===== config.mk =====
export PLATFORM = sky130hd
export DESIGN_NAME = alu_uart_ctrl
export DESIGN_NICKNAME = d
export VERILOG_FILES = /design/src/rtl/alu_uart_ctrl.sv
export SDC_FILE = /design/constraint.sdc
export NUM_CORES = 1
export LEC_CHECK = 0
export ABC_AREA = 1
export BUFFER_PORTS_ARGS = -buffer_cell sky130_fd_sc_hd__buf_2
export CAP_MARGIN = 20
export CORE_ASPECT_RATIO = 1.25
export CORE_MARGIN = 1
export CORE_UTILIZATION = 55
export CTS_CLUSTER_DIAMETER = 150
export DETAILED_ROUTE_END_ITERATION = 10
export HOLD_SLACK_MARGIN = 0.08
export MAX_ROUTING_LAYER = met4
export PLACE_DENSITY = 0.8
export SETUP_SLACK_MARGIN = 0.02
export SKIP_LAST_GASP = 1
export SYNTH_ARGS = -nofsm -noshare
export SYNTH_HDL_FRONTEND = slang
export SYNTH_SLANG_ARGS = --single-unit

===== constraint.sdc =====
create_clock -name clock -period 2.3 [get_ports clock]
set_input_delay 0.345 -clock clock [delete_from_list [all_inputs] [get_ports clock]]
set_output_delay 0.345 -clock clock [all_outputs]
set_load 0.01 [all_outputs]

===== src/rtl/alu_uart_ctrl.sv =====
// Sequences UART bytes (A, B, opcode) into ALU operands, returns the result.
// Ports: clock/reset_n, rx_done/rx_data in, alu_result in, tx_done in;
//   alu_a/alu_b/alu_op, tx_data/tx_start, busy, frame_error, overrun out.
module alu_uart_ctrl #(
   parameter int          N_BITS      = 8,
   parameter int          N_OP        = 6,
   parameter int unsigned TIMEOUT_CYC = 50000000
) (
   input  logic              clock,
   input  logic              reset_n,
   input  logic              rx_done,
   input  logic [N_BITS-1:0] rx_data,
   input  logic [N_BITS-1:0] alu_result,
   input  logic              tx_done,
   output logic [N_BITS-1:0] alu_a,
   output logic [N_BITS-1:0] alu_b,
   output logic [N_OP-1:0]   alu_op,
   output logic [N_BITS-1:0] tx_data,
   output logic              tx_start,
   output logic              busy,
   output logic              frame_error,
   output logic              overrun
);

   typedef enum logic [2:0] {
      S_WAIT_A,
      S_WAIT_B,
      S_WAIT_OP,
      S_EXEC,
      S_SEND,
      S_WAIT_TX
   } state_t;

   localparam int CW = (TIMEOUT_CYC > 1) ? $clog2(TIMEOUT_CYC) : 1;
   localparam logic [CW-1:0] TMO_LAST =
      CW'((TIMEOUT_CYC == 0) ? 0 : TIMEOUT_CYC - 1);

   state_t        state;
   state_t        state_n;
   logic [CW-1:0] tmo_cnt;
   logic [CW-1:0] cnt_n;
   logic          tmo_hit;
   logic          expire;
   logic          ld_a;
   logic          ld_b;
   logic          ld_op;
   logic          ld_tx;
   logic          busy_n;
   logic          start_n;
   logic          ovr_n;

   assign tmo_hit = (TIMEOUT_CYC != 0) && (tmo_cnt == TMO_LAST);

   always_ff @(posedge clock or negedge reset_n) begin
      if (!reset_n) state <= S_WAIT_A;
      else          state <= state_n;
   end

   // A byte arriving in the expiry cycle wins over the timeout.
   always_comb begin
      state_n = state;
      expire  = 1'b0;
      unique case (state)
         S_WAIT_A:
            if (rx_done) state_n = S_WAIT_B;
         S_WAIT_B:
            if (rx_done) state_n = S_WAIT_OP;
            else if (tmo_hit) begin
               state_n = S_WAIT_A;
               expire  = 1'b1;
            end
         S_WAIT_OP:
            if (rx_done) state_n = S_EXEC;
            else if (tmo_hit) begin
               state_n = S_WAIT_A;
               expire  = 1'b1;
            end
         S_EXEC:    state_n = S_SEND;
         S_SEND:    state_n = S_WAIT_TX;
         S_WAIT_TX:
            if (tx_done) state_n = S_WAIT_A;
         default:   state_n = S_WAIT_A;
      endcase
   end

   // Flags are computed from the next state so the registered copies
   // line up exactly with the state they describe.
   always_comb begin
      ld_a    = (state == S_WAIT_A)  && rx_done;
      ld_b    = (state == S_WAIT_B)  && rx_done;
      ld_op   = (state == S_WAIT_OP) && rx_done;
      ld_tx   = (state == S_EXEC);
      busy_n  = (state_n == S_EXEC) || (state_n == S_SEND) ||
                (state_n == S_WAIT_TX);
      start_n = (state_n == S_SEND);
      ovr_n   = rx_done && busy;
      cnt_n   = '0;
      if ((TIMEOUT_CYC != 0) && (state_n == state) &&
          ((state == S_WAIT_B) || (state == S_WAIT_OP)))
         cnt_n = tmo_cnt + 1'b1;
   end

   always_ff @(posedge clock or negedge reset_n) begin
      if (!reset_n) begin
         alu_a       <= '0;
         alu_b       <= '0;
         alu_op      <= '0;
         tx_data     <= '0;
         tx_start    <= 1'b0;
         busy        <= 1'b0;
         frame_error <= 1'b0;
         overrun     <= 1'b0;
         tmo_cnt     <= '0;
      end else begin
         if (ld_a)  alu_a   <= rx_data;
         if (ld_b)  alu_b   <= rx_data;
         if (ld_op) alu_op  <= rx_data[N_OP-1:0];
         if (ld_tx) tx_data <= alu_result;
         tx_start    <= start_n;
         busy        <= busy_n;
         frame_error <= expire;
         overrun     <= ovr_n;
         tmo_cnt     <= cnt_n;
      end
   end

endmodule

After elaboration in Yosys (flattened, before gate mapping) --
Cells that the tools add are included.
Word-level totals: register bits after elaboration 63, input port bits 20, output and inout bits 34
Operators by class: add/sub/neg operators 1, equal/unequal tests 10, muxes and demuxes 10, reduce and logical (&&, ||, !) cells 10
Operator list (count):
- $add 26x1->26 const B | 1
- $eq 26x26->1 const B | 1
- $mux 26 | 1
- $pmux 3 s6 | 1
- $mux 3 | 5
- $eq 3x3->1 const B | 4
- $eq 3x2->1 const B | 3
- $logic_and 1x1->1 | 5
- $eq 3x1->1 const B | 1
- $eq 3x3->1 | 1
- $logic_not 3->1 | 1
- $logic_or 1x1->1 | 3
- $mux 1 | 3
- $reduce_or 2->1 | 1

Depth between registers and ports, before layout --
Gate-level depths: netlist of the first run.
word-level depth 7, gate-level depth with buffers 15, depth with buffers taken out 14

Worst setup path before layout of the first run --
No wires, ideal clock.
path kind reg-to-reg, from reg tmo_cnt[0], to reg tmo_cnt[18], library setup time 120 ps, arrival 1576 ps, required time 2180 ps, slack 605 ps, cell stages (with the launch flop) 10, path buffers 0, path through dfrtp_1 ha_1 nand3_2 nor2_1 nand2_1 nor2_2 nand3_2 nor3_1 xor2_1 nor2_1
On the way: cells in the longest elaborated chain, start to end 7, elaborated cells between the ends (all ways) 9
Ends and longest elaborated chain:
- start: declaration | RTL line 40 | logic [CW-1:0] tmo_cnt;
- start signal: assignment | RTL line 123 | tmo_cnt <= cnt_n;
- $eq 26x26->1 | RTL line 52 | assign tmo_hit = (TIMEOUT_CYC != 0) && (tmo_cnt == TMO_LAST);
- $mux 3 | RTL line 68, 74
- $mux 3 (on tied branches) | RTL line 73, 67
- $pmux 3 s6 | RTL line 63 | unique case (state)
- $eq 3x3->1 | RTL line 98 | if ((TIMEOUT_CYC != 0) && (state_n == state) &&
- $logic_and 1x1->1 | RTL line 98
- $mux 26 (*) | RTL line 98
- net cnt_n[18] | RTL line 41 | logic [CW-1:0] cnt_n;
The timed path passes the listed nets; every way through them passes the cells marked *. A chain may end at the register's enable or synchronous reset.

Worst setup path after layout of the first run --
Same ends and word-level chain as after synthesis.

==> reports/qor.yml, run 1 <==
run_status:
  status: "finished, final reports clean"
setup_path:
  rr_worst_depth: 9
  path_cells: "ha_1 -> nand3_2 -> nor2_1 -> nand2_1 -> nor2_2 -> nand3_2 -> nor3_1 -> xor2_1 -> nor2_1"
  reg2reg_setup_slack_ps: 260
  r2r-end: "tmo_cnt[18]"
  crit_type: "flop to flop"
  cpPeakStageDelay_ps: 410
  startpoint: "tmo_cnt[0]"
  cp_num_buf_inv: 0
  arrival_ps: 2260
  worstSetupEndpointType: "flop"
  cp_max_fo: 5
  cp_top_family: "simple AND/OR/NAND/NOR gates"
  worstPathRequired_ps: 2520
  reg2reg_from: "tmo_cnt[0]"
  critPathLaunchType: "flop"
  crit_slowest_cell: "dfrtp_1"
drt:
  met2WireLength_microns: 3200
  drt_iter0_drc: 176
  drtAntennaViolNets: 0
  drt_first_pass_iters: 4
  highest_layer: "met4"
  routed_wl_microns: 6310
  drcViolationCount: 0
  via_count: 2408
  wl_met3_microns: 298
  avgRoutedWirePerCell_microns: 13.4
  wl_met1_microns: 2630
  detail_route.vias_per_cell: 5.11
min_path:
  holdCritPathClass: "primary input to flop"
  min_path_cells: 3
  hp-start: "alu_result[6]"
  hold_end: "tx_data[6]"
power_and_ir_drop:
  cellLeakagePower_nw: 1.68
  peakVddDrop_mv: 0.795
  pwr_density_cell_nw_per_um2: 1110
final_layout:
  nFillCells: 406
  multiInputGateArea_sq_um: 1160
  drive_gt1_frac: 0.203
  post-route-util: 0.689
  finalNetCount: 425
  syn_to_final_growth_pct: 20.6
  diodes: 0
  seq_area_sq_um: 1580
cts:
  hold_buffers: 1
  postCtsSetupRepairBufs: 0
  tritoncts: "done"
  ctsHtreeMaxLevel: 3
  path_clk_slew_ps: 80
  cts_sinks: 63
  cts_resized: 0
  cts.path.max_buffers: 2
  clock_latency_ps: 340
  cts-root-buf: "clkbuf_8"
  cts_made_buffers: 9
yosys:
  synth_area_sq_um: 2900
  synth_seq_cells: 63
  synth.net_count: 362
  synth-xor-area-share: 0.0695
  netlist-cell-type-count: 24
  synth_simple_gate_area_frac: 0.283
  synthCells: 341
  yosys_warnings: 0
  synth_top_family_by_area: "simple AND/OR/NAND/NOR gates"
  synthAdderAreaFrac: 0.00431
  synth_area_per_cell_sq_um: 8.51
  synth_compound_area_frac: 0.0440
  muxShareOfSynthArea: 0
  seq_area_frac_synth: 0.544
timing:
  rsz0062_at_grt: "no"
  fin_skew_ps: 6.39
  period_minus_slack_ps: 2040
  period_share: 0.888
  setup_tns_ps: 0
  slew_viol_final: 0
  hold_violations: 0
  worst_pin_slew_ps: 611
  fmax_mhz: 490
  finalSetupViolations: 0
  slew_headroom: 0.589
floorplan:
  start_util: 0.571
  rows: 29
  boundaryPins: 54
  dieArea_sq_um: 5570
  core_sq_um: 5080
  die_w_microns: 67.0
  die_h_microns: 83.2
global_routing:
  track_usage: 0.261
  grt_overflow: 0
  grt_pass1_wl_microns: 10400
  grt_max_degree: 41
  grt_pass1_vias: 2411
  grt_antenna_before_repair: 0
placed_design:
  dp_hpwl_microns: 4580
  place_congestion: 0.962
  io_buffers: 53
flow_run:
  maxCapViolCount: 0
-- worst register-to-register path, stage by stage (launching register included) --
cell and delay (ps):
dfrtp_1 410, ha_1 230, nand3_2 120, nor2_1 220, nand2_1 120, nor2_2 210
nand3_2 140, nor3_1 230, xor2_1 180, nor2_1 60
-- Yosys cell counts, drive strengths merged --
cell type	n	area share
xnor2	4	0.012
o21ai	23	0.040
nor2	51	0.071
nor3	11	0.021
a21boi	1	0.0026
dfrtp	63	0.54
nand4	8	0.017
inv	33	0.043
a21oi	1	0.0017
xor2	19	0.057
ha	1	0.0043
clkbuf	3	0.0039
nor4	5	0.011
nand3	15	0.029
nand2	100	0.13
clkinv	1	0.0013
buf	2	0.0078
-- sequential cells by signal, indices dropped and copies added, names as in the netlist --
name         count
tmo_cnt         26
overrun          1
alu_a            8
busy             1
tx_start         1
alu_op           6
alu_b            8
frame_error      1
tx_data          8
state            3
-- how the worst max path moves through the flow --
stage	to	depth (start not counted)
6_report	tmo_cnt[18]	9
5_1_grt	tmo_cnt[10]	14
4_1_cts	tmo_cnt[18]	9
3_5_place_dp	tmo_cnt[18]	9
3_3_place_gp	tmo_cnt[18]	9
2_1_floorplan	tmo_cnt[18]	9
-- per-layer routing --
layer / GRT usage / vias up
met5: - / -
met4: 0.135 / 0
met3: 0.0536 / 13
met2: 0.426 / 90
met1: 0.294 / 1107
li1: - / 1198
-- power by group --
part | leakage, nW | internal (W) | switching [W]
Combinational | 0.728 | 0.000412 | 0.000724
Sequential | 0.829 | 0.00141 | 0.000178
Clock | 0.120 | 0.000723 | 0.000453
-- cell families after synthesis --
kind of cell | after synthesis
simple gates | 190
flops | 63
buf+inv | 39
compound gates | 25
xor+xnor | 23
fa+ha+maj | 1
-- metrics by stage --
| stage | std cells | area [sq um] | hold WS [ps] | power (W) | worst slack (ps) |
|---|---|---|---|---|---|
| after floorplan | 341 | 2900 | 49.4 | 0.00229 | 605 |
| after global placement | 454 | 3240 | 356 | 0.00267 | 303 |
| after detailed placement | 454 | 3240 | 364 | 0.00274 | 276 |
| after CTS | 471 | 3500 | 186 | 0.00392 | 265 |
| after global routing | 471 | 3500 | 191 | 0.00415 | 103 |
| final | 471 | 3500 | 198 | 0.00390 | 259 |
-- layout make-up --
| type | instances | share of cell area |
|---|---|---|
| inverter | 34 | 0.0365 |
| clock inverter | 7 | 0.0343 |
| tap | 62 | 0.0222 |
| clock buffer | 9 | 0.0354 |
| timing repair buffer | 57 | 0.0887 |
| sequential | 63 | 0.451 |
| multi-input combinational | 239 | 0.332 |
-- cell usage in the layout (no fill, tap or decap) --
cell and instances:
nand2_1 97, dfrtp_1 63, buf_2 53, nor2_1 47, inv_1 32, o21ai_0 23
xor2_1 19, nand3_1 13, nor3_1 10, clkbuf_8 9, nand4_1 8, nor4_1 5
xnor2_1 4, nor2_2 3, bufinv_16 3, nand2_2 2, nand3_2 2, buf_4 2
nor2_4 1, inv_2 1, a21boi_0 1, nor3_2 1, clkinv_1 1, a21oi_1 1
nand2_4 1, ha_1 1, clkinv_2 1, clkinvlp_4 1, inv_6 1, clkinv_4 1
dlygate4sd3_1 1, buf_12 1
Note: power is estimated with default switching activity, not from simulation.
==> run 2: changes to the inputs <==
--- a/config.mk
+++ b/config.mk
@@ -8,14 +8,16 @@
 export ABC_AREA = 1
 export BUFFER_PORTS_ARGS = -buffer_cell sky130_fd_sc_hd__buf_2
 export CAP_MARGIN = 20
+export CELL_PAD_IN_SITES_DETAIL_PLACEMENT = 1
+export CELL_PAD_IN_SITES_GLOBAL_PLACEMENT = 2
 export CORE_ASPECT_RATIO = 1.25
 export CORE_MARGIN = 1
-export CORE_UTILIZATION = 55
+export CORE_UTILIZATION = 32
 export CTS_CLUSTER_DIAMETER = 150
 export DETAILED_ROUTE_END_ITERATION = 10
 export HOLD_SLACK_MARGIN = 0.08
 export MAX_ROUTING_LAYER = met4
-export PLACE_DENSITY = 0.8
+export PLACE_DENSITY = 0.79
 export SETUP_SLACK_MARGIN = 0.02
 export SKIP_LAST_GASP = 1
 export SYNTH_ARGS = -nofsm -noshare
==> reports/qor.yml, run 2 (same netlist as run 1, synthesis figures left out) <==
cts:
  clock_latency_ps: 340
  cts-root-buf: "clkbuf_8"
  cts.path.max_buffers: 2
  tritoncts: "done"
  cts_sinks: 63
  hold_buffers: 1
  path_clk_slew_ps: 80
  ctsHtreeMaxLevel: 3
  cts_made_buffers: 9
  cts_resized: 0
  postCtsSetupRepairBufs: 0
drt:
  drt_first_pass_iters: 4
  avgRoutedWirePerCell_microns: 13.7
  detail_route.vias_per_cell: 4.61
  drcViolationCount: 0
  drtAntennaViolNets: 0
  via_count: 2443
  routed_wl_microns: 7240
  drt_iter0_drc: 65
power_and_ir_drop:
  sw_frac_of_total: 0.382
  clkPwrFrac: 0.246
  peakVddDrop_mv: 0.487
  seq_power_share: 0.440
  internal_power_w: 0.00222
  pwr_density_cell_nw_per_um2: 1020
  p_sw_w: 0.00137
  fin_total_pwr_w: 0.00360
  p_comb_frac: 0.314
  cellLeakagePower_nw: 1.65
min_path:
  holdCritPathClass: "primary input to flop"
  min_path_cells: 3
final_layout:
  nFillCells: 1088
  finish.instance_area_sq_um: 3510
  largest_register: "tmo_cnt"
  syn_to_final_growth_pct: 21.1
  final_common_cell: "nand2_1"
  multiInputGateArea_sq_um: 1160
  diodes: 0
  layout_common_cells: "97 x nand2_1, 63 x dfrtp_1, 53 x buf_2, 47 x nor2_1, 32 x inv_1"
  seq_area_sq_um: 1580
  drive_gt1_frac: 0.205
  finalNetCount: 426
  largest_register_ffs: 26
run_status:
  status: "finished, final reports clean"
setup_path:
  crit_type: "flop to flop"
  worstPathRequired_ps: 2520
  rr_worst_depth: 9
  worstSetupEndpointType: "flop"
  cp_max_fo: 5
  arrival_ps: 2260
  critPathLaunchType: "flop"
timing:
  period_share: 0.888
  rsz0062_at_grt: "no"
  hold_slack_ps: 204
  finalSetupViolations: 0
  worst_pin_slew_ps: 580
  fmax_mhz: 489
  fin_skew_ps: 5.79
  slew_viol_final: 0
  period_minus_slack_ps: 2040
  slew_headroom: 0.613
  hold_violations: 0
  setup_tns_ps: 0
global_routing:
  grt_overflow: 0
  grt_antenna_before_repair: 0
  track_usage: 0.180
  grt_pass1_wl_microns: 12400
  grt_pass1_vias: 2576
  grt_max_degree: 41
placed_design:
  dp_hpwl_microns: 5360
  place_area_sq_um: 3320
  io_buffers: 53
  place_congestion: 0.787
floorplan:
  dieArea_sq_um: 9450
  rows: 38
  die_w_microns: 87.2
  core_sq_um: 8750
  start_util: 0.332
  die_h_microns: 108
  boundaryPins: 54
flow_run:
  maxCapViolCount: 0
-- run 2: cell types whose count changed in the layout (fill, tap and decap cells not counted) --
cell	delta
bufinv_16	-3
clkinv_2	+1
inv_8	+1
buf_4	+1
inv_6	+1
-- run 2: worst paths after layout --
kind                               start           to  slack, ps
min in group asynchronous        reset_n  frame_error        530
min                        alu_result[3]   tx_data[3]        200
max                           tmo_cnt[0]  tmo_cnt[18]        260
max reg2reg                   tmo_cnt[0]  tmo_cnt[18]        260
max in group asynchronous        reset_n   tx_data[6]       1160
min reg2reg                   tx_data[0]   tx_data[0]        470
-- run 2: layout make-up --
cell class | instances | area share
Clock inverter | 7 | 0.0157
Timing Repair Buffer | 58 | 0.0905
Multi-Input combinational cell | 239 | 0.331
Inverter | 34 | 0.0363
Clock buffer | 9 | 0.0353
Tap cell | 120 | 0.0427
Sequential cell | 63 | 0.449
-- run 2: layer usage --
metal	wire, microns	vias to the layer above	global-route usage
li1	-	1201	-
met1	3260	1189	0.211
met2	3640	47	0.300
met3	220	6	0.0366
met4	121	0	0.0749
met5	0	-	-
-- run 2: critical path, cell delays in order, from the launching register on --
cell and delay (ps):
dfrtp_1 420, ha_1 220, nand3_2 120, nor2_1 240, nand2_1 140, nor2_2 230, nand3_2 130, nor3_1 190
xor2_1 180, nor2_1 70
-- run 2: power by group through the flow --
| stage | sequential, W | clock (W) | combinational (W) |
|---|---|---|---|
| 2_1_floorplan | 0.00171 | 0 | 0.000574 |
| 3_3_place_gp | 0.00160 | 0 | 0.00112 |
| 3_5_place_dp | 0.00160 | 0 | 0.00115 |
| 4_1_cts | 0.00159 | 0.000922 | 0.00116 |
| 5_1_grt | 0.00162 | 0.000971 | 0.00131 |
| 6_report | 0.00158 | 0.000885 | 0.00113 |
-- run 2: metrics by stage --
step                setup slack (ps)   util  instances
global placement                 330  0.380        513
CTS                              251  0.402        530
floorplan                        605      -        341
finish                           257  0.402        530
detailed placement               262  0.380        513
global route                    67.9  0.402        530
